## src/rtl/udp_ram_pkg.sv

```systemverilog
// Shared types and helpers for the UDP payload to RAM write engine.
package udp_ram_pkg;

   typedef enum logic [1:0] {IDLE, ADDR, DATA, DROP} state_t;

   localparam logic [7:0] SYNC_BYTE_DEFAULT = 8'hF1;

   // Width of the per-field byte index; never narrower than one bit.
   function automatic int idx_width(input int addr_bytes, input int data_bytes);
      int m;
      m = (addr_bytes > data_bytes) ? addr_bytes : data_bytes;
      return (m <= 1) ? 1 : $clog2(m);
   endfunction

endpackage

```

## src/rtl/udp_ram_writer_be_shift_field.sv

```systemverilog
// Byte-wide big-endian shift register: each loaded byte enters at the LSB,
// so after BYTES loads the first byte sits in the MSB position.
module be_shift_field #(
   parameter int BYTES = 2
) (
   input  logic               clk,
   input  logic               rst_n,
   input  logic               load_en,
   input  logic [7:0]         din,
   output logic [8*BYTES-1:0] q,
   output logic [8*BYTES-1:0] q_next
);

   // q_next lets the owner capture a completed field in the same cycle
   // that its final byte is shifted in.
   generate
      if (BYTES == 1) begin : g_one
         assign q_next = din;
      end else begin : g_many
         assign q_next = {q[8*BYTES-9:0], din};
      end
   endgenerate

   // Shift in one byte per enabled cycle.
   always_ff @(posedge clk) begin
      if (!rst_n)       q <= '0;
      else if (load_en) q <= q_next;
   end

endmodule

```

## src/rtl/udp_ram_writer.sv

```systemverilog
// Parses SYNC + {addr,data} records from a UDP payload stream and emits one
// RAM write strobe per complete record; reports clean or broken packet end.
module udp_ram_writer
   import udp_ram_pkg::*;
#(
   parameter int         ADDR_BYTES = 2,
   parameter int         DATA_BYTES = 3,
   parameter logic [7:0] SYNC_BYTE  = SYNC_BYTE_DEFAULT,
   parameter int         LEN_W      = 16
) (
   input  logic                    clk,
   input  logic                    rst_n,
   input  logic [7:0]              udp_data,
   input  logic                    udp_vaild,
   input  logic [LEN_W-1:0]        udp_length,
   output logic                    wr_en,
   output logic [8*ADDR_BYTES-1:0] wr_addr,
   output logic [8*DATA_BYTES-1:0] wr_data,
   output logic [LEN_W-1:0]        rec_cnt,
   output logic                    pkt_done,
   output logic                    pkt_err
);

   localparam int IDX_W = idx_width(ADDR_BYTES, DATA_BYTES);
   localparam logic [IDX_W-1:0] ADDR_LAST = IDX_W'(ADDR_BYTES - 1);
   localparam logic [IDX_W-1:0] DATA_LAST = IDX_W'(DATA_BYTES - 1);

   state_t               state_q, state_d;
   logic [IDX_W-1:0]     idx_q, idx_d;
   logic [LEN_W-1:0]     left_q, left_d;
   logic                 last;
   logic                 addr_ld, data_ld, rec_full;
   logic                 wr_d, done_d, err_d, rec_clr;
   logic [8*ADDR_BYTES-1:0] addr_q, addr_next;
   logic [8*DATA_BYTES-1:0] data_q, data_next;

   be_shift_field #(.BYTES(ADDR_BYTES)) u_addr (
      .clk(clk), .rst_n(rst_n), .load_en(addr_ld), .din(udp_data),
      .q(addr_q), .q_next(addr_next)
   );

   be_shift_field #(.BYTES(DATA_BYTES)) u_data (
      .clk(clk), .rst_n(rst_n), .load_en(data_ld), .din(udp_data),
      .q(data_q), .q_next(data_next)
   );

   // left_q counts bytes still owed after the first; a later byte is the
   // final one when it consumes the last owed byte.
   assign last = (state_q == IDLE) ? (udp_length <= LEN_W'(1)) : (left_q <= LEN_W'(1));

   // Next-state, counters and pulse requests for the accepted byte.
   always_comb begin
      state_d  = state_q;
      idx_d    = idx_q;
      left_d   = left_q;
      addr_ld  = 1'b0;
      data_ld  = 1'b0;
      rec_full = 1'b0;
      wr_d     = 1'b0;
      done_d   = 1'b0;
      err_d    = 1'b0;
      rec_clr  = 1'b0;
      if (udp_vaild) begin
         if (state_q != IDLE && !last) left_d = left_q - 1'b1;
         case (state_q)
            IDLE: begin
               rec_clr = 1'b1;
               idx_d   = '0;
               left_d  = (udp_length == '0) ? '0 : udp_length - 1'b1;
               if (last) begin
                  done_d = (udp_data == SYNC_BYTE);
                  err_d  = (udp_data != SYNC_BYTE);
               end else begin
                  state_d = (udp_data == SYNC_BYTE) ? ADDR : DROP;
               end
            end
            ADDR: begin
               addr_ld = 1'b1;
               if (last) begin
                  done_d  = (idx_q == '0);
                  err_d   = (idx_q != '0);
                  idx_d   = '0;
                  state_d = IDLE;
               end else if (idx_q == ADDR_LAST) begin
                  idx_d   = '0;
                  state_d = DATA;
               end else begin
                  idx_d = idx_q + 1'b1;
               end
            end
            DATA: begin
               data_ld  = 1'b1;
               rec_full = (idx_q == DATA_LAST);
               wr_d     = rec_full;
               if (last) begin
                  done_d  = rec_full;
                  err_d   = !rec_full;
                  idx_d   = '0;
                  state_d = IDLE;
               end else if (rec_full) begin
                  idx_d   = '0;
                  state_d = ADDR;
               end else begin
                  idx_d = idx_q + 1'b1;
               end
            end
            DROP: begin
               if (last) begin
                  err_d   = 1'b1;
                  state_d = IDLE;
               end
            end
            default: state_d = IDLE;
         endcase
      end
   end

   // Parser state registers.
   always_ff @(posedge clk) begin
      if (!rst_n) begin
         state_q <= IDLE;
         idx_q   <= '0;
         left_q  <= '0;
      end else begin
         state_q <= state_d;
         idx_q   <= idx_d;
         left_q  <= left_d;
      end
   end

   // Registered write port, record counter and packet-end pulses.
   always_ff @(posedge clk) begin
      if (!rst_n) begin
         wr_en    <= 1'b0;
         wr_addr  <= '0;
         wr_data  <= '0;
         rec_cnt  <= '0;
         pkt_done <= 1'b0;
         pkt_err  <= 1'b0;
      end else begin
         wr_en    <= wr_d;
         pkt_done <= done_d;
         pkt_err  <= err_d;
         if (wr_d) begin
            wr_addr <= addr_q;
            wr_data <= data_next;
         end
         if (rec_clr)                   rec_cnt <= '0;
         else if (wr_d && rec_cnt != '1) rec_cnt <= rec_cnt + 1'b1;
      end
   end

endmodule

```

## config.mk

```make
export PLATFORM = sky130hd
export DESIGN_NAME = udp_ram_writer
export DESIGN_NICKNAME = d
export VERILOG_FILES = /design/src/rtl/udp_ram_pkg.sv /design/src/rtl/udp_ram_writer_be_shift_field.sv /design/src/rtl/udp_ram_writer.sv
export SDC_FILE = /design/constraint.sdc
export NUM_CORES = 1
export LEC_CHECK = 0
export CORE_UTILIZATION = 58
export DETAILED_ROUTE_END_ITERATION = 8
export PLACE_DENSITY = 0.86
export SLEW_MARGIN = 20
export SYNTH_ARGS = -nofsm -noshare
export SYNTH_HDL_FRONTEND = slang
export SYNTH_SLANG_ARGS = --single-unit
```

## constraint.sdc

```tcl
create_clock -name clk -period 3.5 [get_ports clk]
set_input_delay 0.7 -clock clk [delete_from_list [all_inputs] [get_ports clk]]
set_output_delay 0.7 -clock clk [all_outputs]
set_load 0.01 [all_outputs]
```

==> results of run 1 <==
==> kinds of logic after synthesis <==
logic type / count (synthesis) / share of synthesized area, %
muxes: 6 / 1.18
AOI/OAI and AO/OA: 143 / 19.8
DFF: 111 / 41.8
xor gates and xnor gates: 25 / 4.12
adders and majority gates: 10 / 2.35
and+or+nand+nor: 309 / 26.7
buffers and inverters: 48 / 4.05
==> synthesized netlist by cell type (10+ instances only) <==
cell type,number,area [um2]
a21oi_1,11,55.1
o21ai_0,12,60.1
clkbuf_1,31,116
dfxtp_1,111,2220
ha_1,10,125
nand3_1,13,65.1
nor3_1,11,55.1
nand2_1,177,664
a21boi_0,74,556
nand4_1,11,68.8
xor2_1,17,149
nor4_1,15,93.8
nor2_1,39,146
==> final timing paths <==
kind	start	endpoint	slack, ps	cells after the start
max	left_q[6]	left_q[5]	970	6
min	u_addr.q[9]	wr_addr[9]	460	2
max reg2reg	left_q[6]	left_q[5]	970	6
min reg2reg	u_addr.q[9]	wr_addr[9]	460	2
==> power breakdown <==
group	internal (mW)	switching [mW]
registers	1.35	0.0963
clock network	0.286	0.478
logic	0.391	0.643
==> metal layers <==
metal | global-route usage [%] | wire length, um | share of wire (%)
met2 | 40.9 | 5720 | 46
met3 | 3.81 | 753 | 6.1
met4 | 8.28 | 140 | 1.1
met1 | 37.1 | 5750 | 46
met5 | 0 | 0 | 0
==> area by class of cell <==
cell class	count	area, um2	area share (%)
Tap cell	108	135	2.12
Timing Repair Buffer	95	921	14.4
Clock buffer	9	124	1.94
Sequential cell	111	2220	34.8
Multi-Input combinational cell	493	2880	45.1
Inverter	8	30.0	0.471
Clock inverter	7	70.1	1.10
==> registers in the layout, indices dropped and copies added, names as in the netlist <==
signal and count:
idx_q 2, left_q 16, pkt_done 1, pkt_err 1, rec_cnt 16, state_q 2, u_addr.q 16, u_data.q 16
wr_addr 16, wr_data 24, wr_en 1
==> stage by stage <==
step	cells	setup slack [ps]
CTS	831	990
finish	831	967
global placement	815	712
global route	831	851
floorplan	652	1270
detailed placement	815	651
==> critical path: cells and delay by family (launching register included) <==
family,cells,cell delay (ps)
AOI/OAI and AO/OA,2,500
DFF,1,400
and+or+nand+nor,3,1320
buffers and inverters,1,220
==> impl_results.md, run 1 <==
* Synthesized flop and latch total at approximately 110
* Tot GR Track Use at a little over a quarter
* Most frequent cells in the layout: nand2_1, dfxtp_1, clkdlybuf4s50_1, a21boi_0, nor2_1
* Hold Path Class: reg2reg
* F_max at approximately 400 MHz
* Synthesized instance count at around 650
* Slew Viols, Final at 0
* Hold-fix buffers at CTS at 0
* Area Overhead vs Synth at 20.1%
* Placed inst area at just over 6000 um2
* Slew headroom at a little over half
* CP max FO at 12
* Clk sinks at about 110
* First-pass GRT wire length at approximately 20000 um
* IO Port Bufs at between 80 and 90
* Die Height at between 90 and 100 um
* Top FF cell, synth: dfxtp_1
* Initial antenna violation count at 0
* Slew at the pin closest to its max-slew limit at 703 ps
* Initial core utilization at 60.3%
* Failing checks: design-rule violations
* Post-synth EDFFs at 0
* Cts bufs inserted at 9
* Pwr Density at ~510 nW/um2
* Final ANT Viol Nets at 0
* Period utilization at 72.4%
* Min Tclk post-route at roughly 2500 ps
* Ys Warns at 0
* Max rail drop VDD at ~0.37 mV
* Worst-Skew Late Latency at roughly 380 ps
* Vias in the first global route at ~4400
* RD Place Congestion at ~0.9
* Die area at approximately 9500 um2
* Drt pass-1 iters at 7
* CP max-delay cell: or4_1
* Crit path required time at 3770 ps
* Syn avg cell area at between 8 and 9 um2
* Distinct cell type count after synthesis at between 50 and 60
* Worst hold slack at 461 ps
* WL per Instance at ~15 um
* Commonest non-fill, non-tap cell in the layout: nand2_1
* Setup_tns at 0 ps
* Status: complete, but fails checks
* Critical path endpoint category: flop
* Post-Route WL at approximately 12000 um
* Seq/Total Area, Yosys at a little over two fifths
* Tot Pwr at around 3.2 mW
* Clock transition at path regs at around 110 ps
* Layout cell share with drive strength beyond 1 at under 10%
* Slowest stage delay, CP at 720 ps
* CP Class: reg2reg
* Cts repair resizes at 0
* Async set-reset flop share out of synthesis at 0%
* GRT overflow at 0
* Crit start category: flop
* Io pins at 86
* Hold Fails Final Rpt at 0
* DP HPWL at ~9000 um
* Final net count at about 760
* Rows at 34
* H-Tree Depth at 3
* Clock Tree Root: clkbuf_8
* WP data arrival at 2810 ps
* Skew final at between 15 and 20 ps
* Largest net degree at the start of global routing at between 40 and 50
* Syn Nets at 689
* Die W at ~100 um
* Area of the core at roughly 9000 um2
* Iteration-0 DRC Markers at ~330
* Avg Vias per Cell at approximately 5.8
* Clock buffer depth at 2
* MaxCap Viol Count at 0
* RSZ-0062 raised after global routing: false
* Ant diodes at 0
* Via count at 4834
* # DRC at 16
* Leak at 2.14 nW
* Final Util at 72.5%
* Syn Std Cell Area at roughly 5300 um2
* CTS tree: yes
* # fillers at 679
* Final setup violation count at 0
* Post-CTS setup buffers at 0
* Fin area at 6380 um2
* Cell Chain, Critical Path: or4_1, nor4_4, a21boi_2, buf_4, and2_1, a32o_1
(Power assumes the default switching activity.)
==> inputs of run 2 (changes only) <==
Settings changed: CORE_UTILIZATION 58 to 48, PLACE_DENSITY 0.86 to 0.76.
Clock period 3.5 ns to 2.3 ns, I/O delays scaled along.
==> run 2 against run 1 <==
The flow now finishes without violations; routed wire length rose by 6.6%; sequential cell count is the same; sequential power rose by 50%; largest power group unchanged; highest routed layer unchanged.
==> impl_results.md, run 2 (synthesis results as in run 1) <==
* Clock Tree Root: clkbuf_8
* CTS tree: yes
* Hold Path Class: reg2reg
* Vias in the first global route at 4565
* Metal3 WL at about 600 um
* Tot Pwr at 5.37 mW
* # DRC at 0
* Max rail drop VDD at about 0.54 mV
* RSZ-0062 raised after global routing: false
* Worst hold slack at roughly 470 ps
* CP Class: reg2reg
* CP max FO at 20
* Rows at 38
* Iteration-0 DRC Markers at between 200 and 300
* Final net count at ~800
* Slew headroom at a little under three fifths
* Int Pwr at 3.50 mW
* Slew at the pin closest to its max-slew limit at 667 ps
* Final setup violation count at 0
* Avg Vias per Cell at 5.46
* Clock buffer depth at 2
* DP HPWL at ~9800 um
* Max FFs per register at 24
* Layout cell share with drive strength beyond 1 at 11.8%
* Setup slack at placement at -183 ps
* Ant diodes at 0
* Largest net degree at the start of global routing at 42
* Area of the core at between 10000 and 15000 um2
* GRT overflow at 0
* Drt pass-1 iters at 5
* Setup_tns at 0 ps
* Most frequent cells in the layout: nand2_1, dfxtp_1, clkdlybuf4s50_1, a21boi_0, buf_4
* F_max at between 400 and 500 MHz
* IO Port Bufs at 85
* Initial core utilization at about half
* WP data arrival at about 2400 ps
* Worst Slack Setup Final at 136 ps
* Post-CTS setup buffers at 0
* Met2 WL at 6230 um
* Clk sinks at between 100 and 150
* First-pass GRT wire length at 21600 um
* Final ANT Viol Nets at 0
* Period utilization at between 90 and 100%
* Worst-Skew Late Latency at 390 ps
* Top layer used by detailed routing: met4
* Crit start category: flop
* Cts bufs inserted at 9
* Area Overhead vs Synth at 29.3%
* Die area at 11500 um2
* Critical path endpoint category: flop
* Commonest non-fill, non-tap cell in the layout: nand2_1
* Psw at around 1.9 mW
* Leak at 2.40 nW
* H-Tree Depth at 3
* Die Height at between 100 and 150 um
* Io pins at 86
* RD Place Congestion at between 0.8 and 0.9
* Slew Viols, Final at 0
* Initial antenna violation count at 0
* Status: complete, no violations
* Crit path required time at 2580 ps
* Clk pwr share at about a quarter
* Switching share of power at 34.7%
* Clock transition at path regs at around 100 ps
* Min Tclk post-route at about 2200 ps
* Biggest register: wr_data
* Skew final at ~13 ps
* Logic gate share of total power at between 30% and 40%
* Die W at approximately 110 um
* Pwr Density at 781 nW/um2
* MaxCap Viol Count at 0
* Reg power frac at between 40 and 50%
* WL per Instance at about 14 um
* Via count at about 5000
* Hold Fails Final Rpt at 0
* Tot GR Track Use at 23.7%
* Routed metal-1 wire length at between 6000 and 7000 um
* Post-Route WL at 13200 um
-- run 2: cell count changes in the layout (fill, tap and decap cells not counted), sizes merged --
| cell | previous run | this run |
|---|---|---|
| clkinvlp | 0 | 1 |
| clkbuf | 9 | 10 |
| buf | 11 | 60 |
| inv | 14 | 10 |
| bufinv | 0 | 2 |
-- run 2: through the flow --
| step | area [um2] | utilization [%] | instances |
|---|---|---|---|
| after global placement | 6630 | 61.4 | 896 |
| after floorplan | 5310 | - | 652 |
| after detailed placement | 6630 | 61.4 | 896 |
| after global routing | 6870 | 63.7 | 912 |
| final | 6870 | 63.7 | 912 |
| after CTS | 6860 | 63.6 | 912 |
-- run 2: per-layer routing --
| metal | track usage [%] | up-vias |
|---|---|---|
| met4 | 7.73 | 0 |
| li1 | - | 2490 |
| met5 | 0 | - |
| met3 | 6.87 | 20 |
| met2 | 37.5 | 119 |
| met1 | 31.0 | 2348 |
-- run 2: repair_timing --
item                                    CTS  global route
gates resized for setup                   0             1
endpoints found under the setup margin    0             1
hold buffers                              0             0
-- run 2: area by class of cell --
type | instances | area [um2]
inverters | 8 | 30.0
multi-input cells | 493 | 2890
clock inverters | 6 | 101
flip-flops and latches | 111 | 2220
well taps | 140 | 175
clock buffers | 10 | 138
fillers | 932 | 3920
repair buffers | 144 | 1310
-- run 2: critical path, stage by stage (launching register included) --
cell and delay [ps]:
dfxtp_1 340, or4_1 610, nor4_4 300, a21boi_2 110, buf_12 160, and2_1 150, buf_4 160, a32o_1 220
-- run 2: final timing paths --
kind / from / endpoint / slack (ps) / cells after the start
hold / removal: wr_addr[5] / wr_addr[5] / 470 / 2
setup / recovery: left_q[10] / left_q[5] / 140 / 7
setup reg to reg: left_q[10] / left_q[5] / 140 / 7
hold reg to reg: wr_addr[5] / wr_addr[5] / 470 / 2
-- run 2: power by group through the flow --
| stage | logic, mW | clock network, mW | registers (mW) |
|---|---|---|---|
| global placement | 1.76 | 0 | 2.21 |
| CTS | 1.81 | 1.39 | 2.17 |
| floorplan | 1.22 | 0 | 2.20 |
| detailed placement | 1.80 | 0 | 2.22 |
| finish | 1.84 | 1.35 | 2.18 |
| global route | 2.01 | 1.46 | 2.20 |
==> inputs of run 3 (changes only) <==
Settings changed: CORE_UTILIZATION 48 to 40, GPL_TIMING_DRIVEN set to 0, PLACE_DENSITY 0.76 to 0.65.
==> run 3 against run 2 <==
Total power increased by 4.4%; non-clock buffer count shrank 16; die area up 20%; fmax shrank 1.8%; sequential share of layout area rose by 0.30 points; clock-buffer cell count rose by 3; core utilization decreased by 10 points.
==> impl_results.md, run 3 (synthesis results as in run 1) <==
* # DRC at 0
* Worst hold slack at 460 ps
* CP max-delay cell: or4_4
* Reg area at 2220 um2
* Reg power frac at 39.3%
* Hold Path Class: reg2reg
* Final setup violation count at 0
* Slew headroom at 53.3%
* Placed inst area at about 6400 um2
* CP max FO at 5
* First-pass GRT wire length at ~23000 um
* Max FFs per register at 24
* Crit path buf inv count at 1
* WP data arrival at between 2000 and 2500 ps
* Max rail drop VDD at around 0.44 mV
* Multi-input logic area at roughly 2900 um2
* Worst Slack Setup Final at 96.2 ps
* MaxCap Viol Count at 0
* Slew Viols, Final at 0
* Clk pwr share at 29.5%
* Largest net degree at the start of global routing at 18
* Avg Vias per Cell at 5.31
* Die Height at around 120 um
* Met3 GRT Util at under 10%
* Ant diodes at 0
* Final Util at between 50% and 60%
* Most frequent cells in the layout: nand2_1, dfxtp_1, clkdlybuf4s50_1, a21boi_0, nor2_1
* Hold Fails Final Rpt at 0
* Final ANT Viol Nets at 0
* Io pins at 86
* Critical path endpoint category: flop
* Drt pass-1 iters at 5
* Int Pwr at 3.69 mW
* Clock buffer depth at 2
* Worst-Skew Late Latency at 350 ps
* Cell Chain, Critical Path: clkdlybuf4s50_1, or4_4, nor4_1, nand3_1, mux2_2, o2111a_1
* Post-Route WL at ~14000 um
* IO Port Bufs at 84
* CTS tree: yes
* GRT overflow at 0
* Iteration-0 DRC Markers at between 300 and 400
* Slew at the pin closest to its max-slew limit at roughly 690 ps
* CP Class: in2reg
* Commonest non-fill, non-tap cell in the layout: nand2_1
* Tot Pwr at between 5 and 6 mW
* DP HPWL at roughly 10000 um
* F_max at 454 MHz
* Clock Tree Root: clkbuf_16
* Slowest stage delay, CP at 590 ps
* Logic gate share of total power at a little under a third
* Period utilization at a little over nine tenths
* GR peak layer: met2
* # fillers at ~1200
* Tot GR Track Use at a little over a fifth
* Final net count at between 700 and 800
* RD Place Congestion at just over 0.9
* Initial antenna violation count at 0
* Clock transition at path regs at ~70 ps
* H-Tree Depth at 3
* GRT met1 Usage at 29.7%
* Setup slack at placement at -959 ps
* Skew final at 13.6 ps
* WL per Instance at 15.3 um
* Pwr Density at between 800 and 900 nW/um2
* Met2 Use GR at around 33%
* Layout cell share with drive strength beyond 1 at ~7.8%
* Biggest register: wr_data
* Min Tclk post-route at 2200 ps
* Die W at ~120 um
* Via count at 4924
* Area Overhead vs Synth at 28.2%
* Rows at slightly above 40
* Vias in the first global route at 4530
* Leak at between 2 and 2.5 nW
* Initial core utilization at between 40% and 50%
* Die area at around 14000 um2
* Clk sinks at ~110
* Status: complete, no violations
* Psw at between 1.5 and 2 mW
* Worst path top cell family by delay: simple AND/OR/NAND/NOR gates
* Cts bufs inserted at 9
* Fin area at approximately 7000 um2
* Area of the core at about 13000 um2
* Crit start category: input port
* Switching share of power at 34.1%
* Crit path required time at roughly 2500 ps
-- run 3: through the flow --
step	TNS [ps]	cells
3_3_place_gp	-55090	908
3_5_place_dp	-57470	908
5_1_grt	-80.4	928
6_report	0	928
4_1_cts	0	925
2_1_floorplan	0	652
-- run 3: final cells by class --
class / count / area share, %
Multi-Input combinational cell: 493 / 43.2
Sequential cell: 111 / 32.6
Timing Repair Buffer: 89 / 13.2
Clock buffer: 13 / 3.97
Tap cell: 172 / 3.16
Buffer: 39 / 2.77
Clock inverter: 3 / 0.698
Inverter: 8 / 0.441
-- run 3: final timing paths --
check / start / endpoint / slack (ps) / cells after the start
max: udp_length[6] / left_q[15] / 100 / 6
min: wr_addr[4] / wr_addr[4] / 460 / 2
max reg2reg: state_q[0] / left_q[5] / 100 / 6
min reg2reg: wr_addr[4] / wr_addr[4] / 460 / 2
-- run 3: tightest hold or removal path, stage by stage, from the launching register on --
cell and delay [ps]:
dfxtp_1 310, nand2_1 40, a21boi_0 60
-- run 3: routing by layer --
layer / share of wire [%] / wire length, um
met4: 1.1 / 155
met1: 49 / 6990
met5: 0 / 0
met2: 45 / 6440
met3: 4.2 / 592
-- run 3: what timing repair did --
action                                  4_1_cts  5_1_grt
pin swaps                                     1        6
gates resized for setup                      10       20
setup buffers                                 1        4
endpoints found under the setup margin       74       64
hold buffers                                  0        0
-- run 3: power groups by stage --
stage / Combinational [mW] / Sequential [mW] / Clock (mW)
floorplan: 1.22 / 2.20 / 0
finish: 1.75 / 2.20 / 1.65
detailed placement: 1.63 / 2.23 / 0
global placement: 1.62 / 2.23 / 0
global route: 1.91 / 2.21 / 1.75
CTS: 1.64 / 2.19 / 1.68
